`config.mk`:
```
export PLATFORM = sky130hd
export DESIGN_NAME = param_accum_cpu
export DESIGN_NICKNAME = d
export VERILOG_FILES = /design/src/rtl/param_accum_cpu.sv
export SDC_FILE = /design/constraint.sdc
export NUM_CORES = 1
export LEC_CHECK = 0
export BUFFER_PORTS_ARGS = -buffer_cell sky130_fd_sc_hd__buf_2
export CAP_MARGIN = 20
export CORE_ASPECT_RATIO = 1.2
export CORE_UTILIZATION = 55
export CTS_BUF_LIST = sky130_fd_sc_hd__clkbuf_8
export DETAILED_ROUTE_END_ITERATION = 10
export PLACE_DENSITY_LB_ADDON = 0.3
export RECOVER_POWER = 100
export SLEW_MARGIN = 20
export SYNTH_ARGS = -nofsm -noshare
export SYNTH_HDL_FRONTEND = slang
export SYNTH_SLANG_ARGS = --single-unit
```
`constraint.sdc`:
```
create_clock -name clock -period 10.5 [get_ports clock]
set_input_delay 0 -clock clock [delete_from_list [all_inputs] [get_ports clock]]
set_output_delay 0 -clock clock [all_outputs]
set_load 0.02 [all_outputs]
```
`src/rtl/param_accum_cpu.sv`:
```
// Parametrised accumulator CPU: two-process control FSM plus accumulator datapath,
// with an on-chip program memory that is loadable from the START state.
module param_accum_cpu #(
    parameter int DW = 8,
    parameter int AW = 5
) (
    input  logic          clock,
    input  logic          reset,
    input  logic          run,
    input  logic          enter,
    input  logic [DW-1:0] Nin,
    input  logic          prog_we,
    input  logic [AW-1:0] prog_addr,
    input  logic [DW-1:0] prog_data,
    output logic          halt,
    output logic [DW-1:0] Nout,
    output logic          ovf,
    output logic [2:0]    IR75out,
    output logic [3:0]    StateNoout,
    output logic [AW-1:0] pc_out
);

    localparam int DEPTH = 1 << AW;

    typedef enum logic [3:0] {
        S_START  = 4'd0,
        S_FETCH  = 4'd1,
        S_DECODE = 4'd2,
        S_INWAIT = 4'd3,
        S_INREL  = 4'd4,
        S_LOAD   = 4'd8,
        S_STORE  = 4'd9,
        S_ADD    = 4'd10,
        S_SUB    = 4'd11,
        S_INPUT  = 4'd12,
        S_JZ     = 4'd13,
        S_JPOS   = 4'd14,
        S_HALT   = 4'd15
    } state_t;

    state_t        state_reg, state_next;
    logic [DW-1:0] acc_reg, acc_next;
    logic [AW-1:0] pc_reg, pc_next;
    logic [DW-1:0] ir_reg, ir_next;
    logic          ovf_reg, ovf_next;

    logic [DW-1:0] mem [DEPTH];
    logic          mem_we;
    logic [AW-1:0] mem_waddr;
    logic [DW-1:0] mem_wdata;

    logic [2:0]    opcode;
    logic [AW-1:0] addr;
    logic [DW-1:0] operand;
    logic [DW-1:0] sum;
    logic [DW-1:0] diff;

    assign opcode  = ir_reg[DW-1:DW-3];
    assign addr    = ir_reg[AW-1:0];
    assign operand = mem[addr];
    assign sum     = acc_reg + operand;
    assign diff    = acc_reg - operand;

    always_comb begin
        state_next = state_reg;
        acc_next   = acc_reg;
        pc_next    = pc_reg;
        ir_next    = ir_reg;
        ovf_next   = ovf_reg;
        mem_we     = 1'b0;
        mem_waddr  = prog_addr;
        mem_wdata  = prog_data;
        case (state_reg)
            S_START: begin
                mem_we = prog_we;
                if (run) state_next = S_FETCH;
            end
            S_FETCH: begin
                ir_next    = mem[pc_reg];
                pc_next    = pc_reg + AW'(1);
                state_next = S_DECODE;
            end
            // Execute state codes are 8 + opcode, so decode is a plain concatenation.
            S_DECODE: state_next = state_t'({1'b1, opcode});
            S_LOAD: begin
                acc_next   = operand;
                state_next = S_FETCH;
            end
            S_STORE: begin
                mem_we     = 1'b1;
                mem_waddr  = addr;
                mem_wdata  = acc_reg;
                state_next = S_FETCH;
            end
            S_ADD: begin
                acc_next   = sum;
                ovf_next   = (acc_reg[DW-1] == operand[DW-1]) && (sum[DW-1] != acc_reg[DW-1]);
                state_next = S_FETCH;
            end
            S_SUB: begin
                acc_next   = diff;
                ovf_next   = (acc_reg[DW-1] != operand[DW-1]) && (diff[DW-1] != acc_reg[DW-1]);
                state_next = S_FETCH;
            end
            S_INPUT: state_next = S_INWAIT;
            S_INWAIT: begin
                if (enter) begin
                    acc_next   = Nin;
                    state_next = S_INREL;
                end
            end
            // Wait for release so one held press feeds exactly one INPUT.
            S_INREL: if (!enter) state_next = S_FETCH;
            S_JZ: begin
                if (acc_reg == '0) pc_next = addr;
                state_next = S_FETCH;
            end
            S_JPOS: begin
                if (!acc_reg[DW-1] && (acc_reg != '0)) pc_next = addr;
                state_next = S_FETCH;
            end
            S_HALT:  state_next = S_HALT;
            default: state_next = S_START;
        endcase
    end

    always_ff @(posedge clock or negedge reset) begin
        if (!reset) begin
            state_reg <= S_START;
            acc_reg   <= '0;
            pc_reg    <= '0;
            ir_reg    <= '0;
            ovf_reg   <= 1'b0;
        end else begin
            state_reg <= state_next;
            acc_reg   <= acc_next;
            pc_reg    <= pc_next;
            ir_reg    <= ir_next;
            ovf_reg   <= ovf_next;
        end
    end

    // Program memory keeps its contents across reset.
    always_ff @(posedge clock) begin
        if (mem_we) mem[mem_waddr] <= mem_wdata;
    end

    assign halt       = (state_reg == S_HALT);
    assign Nout       = acc_reg;
    assign ovf        = ovf_reg;
    assign IR75out    = opcode;
    assign StateNoout = state_reg;
    assign pc_out     = pc_reg;

endmodule

```
==> results.md <==
- Status: finished, violations left
- Violated checks: capacitance limit, slew limit
- Period utilisation layout: 0.550
- Placed Cells incl. Taps: 1,155
- Critical path fanouts, max: 48
- Initial core utilization: 0.566
- Leakage power: 5.16 nW
- Worst Tran Pin Value: 3370 ps
- Die Y: 178 um
- I/O pin total: 48
- Num CTS Buffers: 43
- CTS H-Tree Depth: 2
- Initial DRC count: 1,054
- Share of cells above drive strength 1: 0.289
- Row cnt: 63
- Worst skew pair latency: 560 ps
- ANT nets after route: 0
- GRT overflow: 0
- DR vias/cell: 6.85
- TNS Setup: 0 ps
- Final hold violation count: 0
- GPL Wtd Cong: 0.917
- Clock root buffer: clkbuf_8
- Pwr per Cell Area: 299 nW/um2
- Drt total wl: 36,400 um
- Clock transition at the registers of the reported paths: 70 ps
- Crit path max-delay cell type: dfrtp_1
- Final instance area: 15,500 um2
- Number of global-route vias before repair: 8,754
- Primary FF master, synth: edfxtp_1
- YS warnings: 0
- Max Root-Sink Buffers: 3
- Synth Register Bits: 282
- Crit path time final: 5770 ps
- Max VDD drop: 0.127 mV
- DRC Markers: 0
- Synth Area per Inst: 17.1 um2
- FF-to-FF Start: ir_reg[0]
- Hold Slack: 30.8 ps
- Via count: 8,546
- Total GRT Usage: 0.290
- Port Buf Inserts: 47
- Post-synth EDFFs: 256
- Fin. max-slew vios: 240
- Post-Syn Area: between 10,000 and 15,000 um2
- Hold depth: 4
- Cell breakdown of the critical path: buf_4 -> mux4_2 -> mux4_2 -> mux2_1 -> inv_1 -> ha_1 -> nand2_1 -> o21ai_0 -> a31oi_1 -> a211oi_1 -> xor2_1 -> a221oi_1 -> a311oi_1
- Non-filler cells, final: 1,247
- Setup-failing EPs final: 0
- Core area: ~25,000 um2
- Worst Setup Start Kind: register
- RSZ-0062 raised after global routing: no
- WL per Instance: 29.2 um
- R2R depth: 13
- Async set-reset flop share out of synthesis: 0.0922
- Filler cells: around 1,800
- Most common cell after layout, fill and taps aside: edfxtp_1
- Hold Startpoint: Nin[3]
- Core Util, Final: 0.621
- TritonCTS clock tree: done
- Drt first pass iters: 6
- Die ar.: 26,400 um2
- Seq/Total Area, Yosys: 0.590
- Fmax: 0.173 GHz
- Initial antenna violation count: 1
- CP required: 10,900 ps
- Hpwl dp: 23,400 um
- Reg-to-reg slack, setup: 4730 ps
- Max reg flops: 256
- Pin count of the biggest net entering global routing: just under 50
- CP arrival: 6170 ps
- Worst Setup End Kind: register
- Max-Slew Margin vs Limit: -1.27
- Clock sink count: 282
- First-pass GRT wire length: 54,400 um
- Chip width: 148 um
- Worst Hold Path EP: Nout[3]
- Max Cap Violations: 8
- Reg2reg end: Nout[7]
- Synth Instances: 825
- Worst Hold Class: in2reg
- DP Area: ~15,000 um2
- Commonest cells after routing, fill and taps aside: edfxtp_1, mux4_2, nor2_1, nand2_1, clkbuf_8
- Crit-path most repeated cell: mux4_2
- Post-Syn Nets: 869
- Synth cell types: 56
- Clk_skew: about 15 ps
- Fin nets: 930
- Crit Path Category: reg2reg
- Area Growth Syn to Fin: 9.76%
- CP max stage delay: 1240 ps
[per-layer routing]
layer  global-route usage  share of wire  vias to the layer above
met5                    0        0.00036                        -
met1                0.375           0.36                     4346
met3               0.0524          0.095                      123
met4                0.130          0.049                        2
li1                     -              -                     3534
met2                0.483           0.50                      541
[worst max-delay path, delay by kind of cell (launching register included)]
kind            cells  cell delay [ps]
mux                 3             1530
compound gates      5             1390
flops               1             1240
buf+inv             2             1010
fa+ha+maj           1              150
xor+xnor            1              130
simple gates        1               50
[timing repair]
item,in CTS,in global routing
hold buffers,10,0
endpoints found under the hold margin,35,0
resized for setup,0,0
setup buffers,0,0
[layout make-up]
| type | instances | area, um2 | area share |
|---|---|---|---|
| diodes | 1 | 2.50 | 0.000161 |
| clock buffers | 45 | 619 | 0.0399 |
| clock inverters | 35 | 234 | 0.0151 |
| inverters | 14 | 52.6 | 0.00339 |
| multi-input cells | 473 | 5460 | 0.352 |
| flip-flops and latches | 282 | 8340 | 0.537 |
| well taps | 325 | 407 | 0.0262 |
| repair buffers | 72 | 402 | 0.0259 |
[cell usage after synthesis, drive strengths merged, types with 5 or more instances]
| library cell | count | share of area |
|---|---|---|
| edfxtp | 256 | 0.54 |
| mux4 | 158 | 0.25 |
| nor2 | 66 | 0.018 |
| nand2 | 55 | 0.015 |
| clkbuf | 33 | 0.0088 |
| a21oi | 32 | 0.011 |
| dfrtp | 26 | 0.046 |
| buf | 23 | 0.011 |
| o21ai | 22 | 0.0078 |
| mux2i | 17 | 0.013 |
| ha | 16 | 0.014 |
| inv | 14 | 0.0037 |
| nand3 | 12 | 0.0042 |
| nor3 | 10 | 0.0035 |
| nand2b | 8 | 0.0035 |
| a211oi | 5 | 0.0027 |
| a221oi | 5 | 0.0040 |
| a31oi | 5 | 0.0022 |
| mux2 | 5 | 0.0040 |
| nor2b | 5 | 0.0022 |
| nor3b | 5 | 0.0027 |
[report_power, final]
group          switching, mW  leakage, nW  internal (mW)
clock                  0.433        0.473          0.476
combinational           1.12         2.09           1.03
sequential             0.247         2.60           1.34
[logic make-up after synthesis]
family / count (synthesis) / share of synthesized area
flip-flops: 282 / 0.590
multiplexers: 180 / 0.268
AND/OR/NAND/NOR: 174 / 0.0546
AO/OA/AOI/OAI: 97 / 0.0442
buffers and inverters: 70 / 0.0239
adder cells (fa/ha/maj): 18 / 0.0170
XOR/XNOR: 4 / 0.00248
[metrics by stage]
step	setup WS, ps	total power, mW
after detailed placement	5450	3.72
after global placement	5490	3.67
final	4730	4.64
after floorplan	6580	3.16
after global routing	4290	4.87
after CTS	5410	4.64
[how the worst max path moves through the flow]
stage / start / to / slack [ps]
after global routing: ir_reg[0] / Nout[7] / 4290
after global placement: ir_reg[0] / Nout[6] / 5490
after detailed placement: ir_reg[0] / Nout[6] / 5450
after floorplan: ir_reg[1] / Nout[6] / 6580
after CTS: ir_reg[0] / Nout[6] / 5410
final: ir_reg[0] / Nout[7] / 4730
Note: power is estimated with default switching activity, not from simulation.
